### config.mk
export PLATFORM = sky130hd
export DESIGN_NAME = apb_master_flat
export DESIGN_NICKNAME = d
export VERILOG_FILES = /design/src/rtl/apb_master_if.sv /design/src/rtl/apb_master.sv /design/src/flat_wrapper.sv
export SDC_FILE = /design/constraint.sdc
export NUM_CORES = 1
export LEC_CHECK = 0
export BUFFER_PORTS_ARGS = -buffer_cell sky130_fd_sc_hd__buf_2
export CAP_MARGIN = 20
export CORE_AREA = 2 2 118 120
export CTS_CLUSTER_DIAMETER = 60
export CTS_CLUSTER_SIZE = 28
export DETAILED_ROUTE_END_ITERATION = 12
export DIE_AREA = 0 0 120 122
export PLACE_DENSITY = 0.71
export SYNTH_ARGS = -nofsm -noshare
export SYNTH_HDL_FRONTEND = slang
export SYNTH_SLANG_ARGS = --single-unit
### constraint.sdc
create_clock -name PCLK -period 2 [get_ports PCLK]
set_clock_uncertainty 0.1 [all_clocks]
set_input_delay 0.1 -clock PCLK [delete_from_list [all_inputs] [get_ports PCLK]]
set_output_delay 0.1 -clock PCLK [all_outputs]
set_load 0.01 [all_outputs]
### src/rtl/apb_master_if.sv
// apb_master_if: CPU-side request/response and APB-side bus signals of the bridge
interface apb_master_if;
    logic         transfer;
    logic         write;
    logic [31:0]  addr;
    logic [31:0]  wdata;
    logic [31:0]  rdata;
    logic         ready;
    logic         err;
    logic [31:0]  PADDR;
    logic         PWRITE;
    logic [31:0]  PWDATA;
    logic         PENABLE;
    logic [3:0]   PSEL;
    logic [127:0] PRDATA;
    logic [3:0]   PREADY;

    modport master (
        input  transfer, write, addr, wdata, PRDATA, PREADY,
        output rdata, ready, err, PADDR, PWRITE, PWDATA, PENABLE, PSEL
    );

    modport slave (
        output transfer, write, addr, wdata, PRDATA, PREADY,
        input  rdata, ready, err, PADDR, PWRITE, PWDATA, PENABLE, PSEL
    );
endinterface

### src/rtl/apb_master.sv
// apb_master: single-outstanding CPU-to-APB bridge with 4-slave decode, timeout and error reporting
module apb_master #(
    parameter logic [31:0] BASE_ADDR   = 32'h1000_0000,
    parameter int          NUM_SLV     = 4,
    parameter int          TIMEOUT_CYC = 16
) (
    input logic            PCLK,
    input logic            PRESET,
    apb_master_if.master   bus
);
    localparam int CW = $clog2(TIMEOUT_CYC + 1);

    typedef enum logic [1:0] {IDLE, SETUP, ACCESS, MISS} state_t;

    state_t               state_q, state_d;
    logic [NUM_SLV-1:0]   psel_q, psel_d;
    logic                 penable_q, penable_d;
    logic [31:0]          paddr_q, paddr_d;
    logic                 pwrite_q, pwrite_d;
    logic [31:0]          pwdata_q, pwdata_d;
    logic [31:0]          rdata_q, rdata_d;
    logic                 ready_q, ready_d;
    logic                 err_q, err_d;
    logic [CW-1:0]        cnt_q, cnt_d;
    logic                 hit;
    logic [1:0]           idx;

    assign hit = bus.addr[31:14] == BASE_ADDR[31:14];
    // The latched address selects which slave's PREADY/PRDATA are looked at
    assign idx = paddr_q[13:12];

    // Next-state and registered-output computation for the SETUP/ACCESS protocol
    always_comb begin
        state_d   = state_q;
        psel_d    = psel_q;
        penable_d = penable_q;
        paddr_d   = paddr_q;
        pwrite_d  = pwrite_q;
        pwdata_d  = pwdata_q;
        rdata_d   = rdata_q;
        ready_d   = 1'b0;
        err_d     = 1'b0;
        cnt_d     = cnt_q;
        case (state_q)
            IDLE: begin
                if (bus.transfer) begin
                    if (hit) begin
                        paddr_d  = bus.addr;
                        pwrite_d = bus.write;
                        pwdata_d = bus.wdata;
                        psel_d   = NUM_SLV'(1) << bus.addr[13:12];
                        state_d  = SETUP;
                    end else begin
                        state_d = MISS;
                    end
                end
            end
            MISS: begin
                ready_d = 1'b1;
                err_d   = 1'b1;
                state_d = IDLE;
            end
            SETUP: begin
                penable_d = 1'b1;
                cnt_d     = '0;
                state_d   = ACCESS;
            end
            ACCESS: begin
                if (bus.PREADY[idx]) begin
                    state_d   = IDLE;
                    psel_d    = '0;
                    penable_d = 1'b0;
                    ready_d   = 1'b1;
                    rdata_d   = pwrite_q ? rdata_q : bus.PRDATA[{idx, 5'd0} +: 32];
                end else if (cnt_q == CW'(TIMEOUT_CYC - 1)) begin
                    state_d   = IDLE;
                    psel_d    = '0;
                    penable_d = 1'b0;
                    ready_d   = 1'b1;
                    err_d     = 1'b1;
                end else begin
                    cnt_d = cnt_q + CW'(1);
                end
            end
            default: state_d = IDLE;
        endcase
    end

    // State and output registers; reset aborts any transfer in flight
    always_ff @(posedge PCLK) begin
        if (PRESET) begin
            state_q   <= IDLE;
            psel_q    <= '0;
            penable_q <= 1'b0;
            paddr_q   <= '0;
            pwrite_q  <= 1'b0;
            pwdata_q  <= '0;
            rdata_q   <= '0;
            ready_q   <= 1'b0;
            err_q     <= 1'b0;
            cnt_q     <= '0;
        end else begin
            state_q   <= state_d;
            psel_q    <= psel_d;
            penable_q <= penable_d;
            paddr_q   <= paddr_d;
            pwrite_q  <= pwrite_d;
            pwdata_q  <= pwdata_d;
            rdata_q   <= rdata_d;
            ready_q   <= ready_d;
            err_q     <= err_d;
            cnt_q     <= cnt_d;
        end
    end

    assign bus.PSEL    = psel_q;
    assign bus.PENABLE = penable_q;
    assign bus.PADDR   = paddr_q;
    assign bus.PWRITE  = pwrite_q;
    assign bus.PWDATA  = pwdata_q;
    assign bus.rdata   = rdata_q;
    assign bus.ready   = ready_q;
    assign bus.err     = err_q;
endmodule

### src/flat_wrapper.sv
// flat-port wrapper written by rule: the top's interface ports become plain ports
module apb_master_flat 
#(
    parameter logic [31:0] BASE_ADDR   = 32'h1000_0000,
    parameter int          NUM_SLV     = 4,
    parameter int          TIMEOUT_CYC = 16
)
  (PCLK, PRESET, bus_transfer, bus_write, bus_addr, bus_wdata, bus_PRDATA, bus_PREADY, bus_rdata, bus_ready, bus_err, bus_PADDR, bus_PWRITE, bus_PWDATA, bus_PENABLE, bus_PSEL);
  apb_master_if bus_i ();
  input logic PCLK;
  input logic PRESET;
  input wire logic [$bits(bus_i.transfer)-1:0] bus_transfer;
  input wire logic [$bits(bus_i.write)-1:0] bus_write;
  input wire logic [$bits(bus_i.addr)-1:0] bus_addr;
  input wire logic [$bits(bus_i.wdata)-1:0] bus_wdata;
  input wire logic [$bits(bus_i.PRDATA)-1:0] bus_PRDATA;
  input wire logic [$bits(bus_i.PREADY)-1:0] bus_PREADY;
  output wire logic [$bits(bus_i.rdata)-1:0] bus_rdata;
  output wire logic [$bits(bus_i.ready)-1:0] bus_ready;
  output wire logic [$bits(bus_i.err)-1:0] bus_err;
  output wire logic [$bits(bus_i.PADDR)-1:0] bus_PADDR;
  output wire logic [$bits(bus_i.PWRITE)-1:0] bus_PWRITE;
  output wire logic [$bits(bus_i.PWDATA)-1:0] bus_PWDATA;
  output wire logic [$bits(bus_i.PENABLE)-1:0] bus_PENABLE;
  output wire logic [$bits(bus_i.PSEL)-1:0] bus_PSEL;
  assign bus_i.transfer = bus_transfer;
  assign bus_i.write = bus_write;
  assign bus_i.addr = bus_addr;
  assign bus_i.wdata = bus_wdata;
  assign bus_i.PRDATA = bus_PRDATA;
  assign bus_i.PREADY = bus_PREADY;
  assign bus_rdata = bus_i.rdata;
  assign bus_ready = bus_i.ready;
  assign bus_err = bus_i.err;
  assign bus_PADDR = bus_i.PADDR;
  assign bus_PWRITE = bus_i.PWRITE;
  assign bus_PWDATA = bus_i.PWDATA;
  assign bus_PENABLE = bus_i.PENABLE;
  assign bus_PSEL = bus_i.PSEL;
  apb_master #(.BASE_ADDR(BASE_ADDR), .NUM_SLV(NUM_SLV), .TIMEOUT_CYC(TIMEOUT_CYC)) u_core (.PCLK(PCLK), .PRESET(PRESET), .bus(bus_i));
endmodule
==> results.md <==
- Peak VDD IR: 0.483 mV
- FF-to-FF path depth: 8
- Leak: 3.27 nW
- FF-to-FF End: u_core.state_q[0]$_SDFFE_PP0P_
- Port Buf Inserts: 303
- Layout cell share with drive strength beyond 1: 44.1%
- Slew Viols, Final: 0
- Min setup slack post-route: 0.0600 ns
- Initial Utilization: a little over a third
- Clock Power Share: 32.2%
- # Max-Cap Violations: 0
- CTS Root Cell: clkbuf_16
- Pint: approximately 3.8 mW
- Top cells by area, synth: dfxtp_1 47%, mux4_2 16%, nand2_1 13%
- Vias/cell: between 4 and 5
- TritonCTS clock tree: done
- Setup_tns: 0 ns
- Placed Cells: just under 1k
- Data arrival, critical path: between 2 and 2.5 ns
- # rows: 43
- Met1 Use GR: 22.5%
- Yosys reg bits: 111
- Placed inst area: 0.00651 mm^2
- Hold Crit Endpoint: u_core.cnt_q[4]$_SDFFE_PP0P_
- Synthesis warning total: 0
- Finished Layout Cells: 1044
- Via count: 4933
- Synth unique cells: 32
- GPL Wtd Cong: 0.839
- Longest Clk Path Bufs: 2
- WHS: 0.0645 ns
- First-pass GRT wire length: approximately 24000 um
- Largest net degree at the start of global routing: 41
- Multi-input gate area: 0.00234 mm^2
- Sw Share: 27.8%
- Met2 usage: 39.5%
- Width of the die: roughly 120 um
- Slew @ Worst Pin: 0.620 ns
- Routed Antenna Nets: 0
- # fillers: 1243
- R2r startpoint: u_core.cnt_q[0]$_SDFFE_PP0P_
- PnR Total Power: about 5.3 mW
- Final Util: between 50% and 60%
- Core area: about 0.014 mm^2
- Seq. cell area: 0.00223 mm^2
- Num CTS Buffers: 9
- Antenna cells: 0
- Worst endpoint required time: 2.12 ns
- Fmax achieved: between 500 and 600 MHz
- Grt met3 use: 4.63%
- DIE HEIGHT: between 100 and 150 um
- Worst Hold Class: in -> reg
- PwrDens: 723 mW/mm^2
- Share of power burned in combinational logic: 22.5%
- Outcome: finished clean
- First drt pass iteration count: 4
- Critical path class: reg -> reg
- Drt total wl: around 16000 um
- Sequential fraction of the synthesis area: between 40% and 50%
- Fin area: 0.00728 mm^2
- WHS Path Cells: 2
- Most Used Layer, Global Route: met2
- Sequential share of power: between 40% and 50%
- Net Sw Power: 1.46 mW
- R2r setup slk: ~0.060 ns
- # setup viols final: 0
- Later-pin clock latency in the skew report: 0.35 ns
- Synthesized area: 0.00470 mm^2
- Final worst-path cycle share: 97.0%
- CTS sink cnt: 111
- Drt wl/cell: between 10 and 15 um
- GRT Total Usage: 20.7%
- Syn Nets: 724
- DP Worst Slack: 0.0442 ns
- Avg Cell Area, Syn: 9.09 um^2
- DRT iter0 DRCs: 214
- Clock slew at reported path FFs: ~0.070 ns
- Minimum clock period: ~1.9 ns
- Largest area contributor in the netlist: dfxtp_1
- Crit path max fanout: 5
- Initial antenna violation count: 0
- GRT overflow: 0
- Synth Instances: between 500 and 600
- Post-synth top area share: between 40% and 50%
- Vias in the first global route: 4896
- Layout area overhead: 54.8%
- # DRC: 0
- DP Wirelength: between 10000 and 15000 um
- I/O pin cnt: ~300
- Max_slew headroom: 58.7%
- Hold path start: PRESET
- H-tree levels: 3
- CP Launch Type: register
- Hold Vio Cnt, Final: 0
- Critical path capture point type: register
- Final nets: 1067
- Die area: 0.0146 mm^2
[cells in the final DEF (no fill, tap or decap), types with 3 or more instances in the layout]
cell type	instances
buf_2	302
nand2_1	164
dfxtp_1	108
a21oi_1	85
dlygate4sd3_1	47
mux4_2	33
and2_1	17
nor2_1	14
buf_4	14
clkbuf_16	9
inv_1	7
nand2b_1	7
ha_1	6
nand3_1	4
buf_12	4
nor4_1	3
nor3_1	3
dfxtp_2	3
[critical path, stage by stage (launching register included)]
cell and delay (ns):
dfxtp_2 0.34, ha_1 0.20, and3_1 0.19, ha_2 0.22, nor3_2 0.21, buf_4 0.16, a21o_1 0.14, mux2i_1 0.20
nor2_1 0.05
[cell type report]
class | instances | area share (%)
clock buffer | 11 | 3.34
sequential | 111 | 30.6
timing repair buffer | 369 | 30.1
multi-input combinational | 362 | 32.1
inverter | 7 | 0.361
clock inverter | 4 | 0.413
tap | 180 | 3.09
[cell usage after synthesis]
library cell,instances
a21oi_1,86
o2bb2ai_1,2
nand2_1,164
or4_1,1
nor4_1,4
and3_1,1
a211o_1,1
dfxtp_1,111
a31oi_1,2
ha_1,7
and2_1,17
buf_6,1
mux4_2,33
inv_1,7
a21o_1,1
nand2b_1,7
or2_4,1
nor4b_1,1
o211ai_1,1
nor3_1,5
nand3b_1,1
buf_2,2
nand3_1,4
o21ai_0,1
nor3b_1,1
buf_1,2
clkbuf_1,32
or3_1,2
o22ai_1,2
mux2i_1,1
a32oi_1,1
nor2_1,15
[power by group through the flow]
stage               combinational [mW]  clock, mW  sequential [mW]
CTS                               1.18       1.74             2.38
global route                      1.30       1.83             2.40
detailed placement                1.10          0             2.43
global placement                  1.09          0             2.43
floorplan                        0.483          0             2.49
finish                            1.18       1.69             2.38
[kinds of logic (layout without fill, tap and decap cells)]
logic type	Yosys count	after routing	share of synthesized area, %
muxes	34	34	16.0
adders and majority gates	7	7	1.86
buffers and inverters	44	391	3.73
DFF	111	111	47.3
AOI/OAI and AO/OA	97	97	10.9
and+or+nand+nor	224	224	20.2
[worst max path at each step]
stage,cells after the start,end,startpoint
final,8,u_core.state_q[0]$_SDFFE_PP0P_,u_core.cnt_q[0]$_SDFFE_PP0P_
after global routing,8,u_core.state_q[1]$_SDFFE_PP0P_,u_core.cnt_q[0]$_SDFFE_PP0P_
after CTS,8,u_core.state_q[1]$_SDFFE_PP0P_,u_core.cnt_q[0]$_SDFFE_PP0P_
after detailed placement,7,u_core.bus.PSEL[2]$_SDFFE_PP0P_,u_core.state_q[1]$_SDFFE_PP0P_
after global placement,5,u_core.bus.rdata[21]$_SDFFE_PP0P_,u_core.bus.PADDR[12]$_SDFFE_PP0P_
after floorplan,5,u_core.cnt_q[3]$_SDFFE_PP0P_,u_core.bus.PADDR[12]$_SDFFE_PP0P_
[routing by layer]
metal	wire, um	share of wire, %
met1	5920	38
met2	8240	53
met3	1100	7.0
met4	342	2.2
met5	0	0
[flip-flops by register name, summed over array words and instances (netlist names)]
name / cells
u_core.bus.PWRITE: 1
u_core.bus.PENABLE: 1
u_core.state_q: 2
u_core.bus.rdata: 32
u_core.bus.PWDATA: 32
u_core.bus.PADDR: 32
u_core.cnt_q: 5
u_core.bus.ready: 1
u_core.bus.err: 1
u_core.bus.PSEL: 4
[repair_timing]
item,CTS,global route
endpoints found under the hold margin,51,0
hold buffers,47,0
buffers inserted,0,0
gates resized for setup,0,9
setup endpoints to repair,0,46
Power figures use the tool's default switching activity.
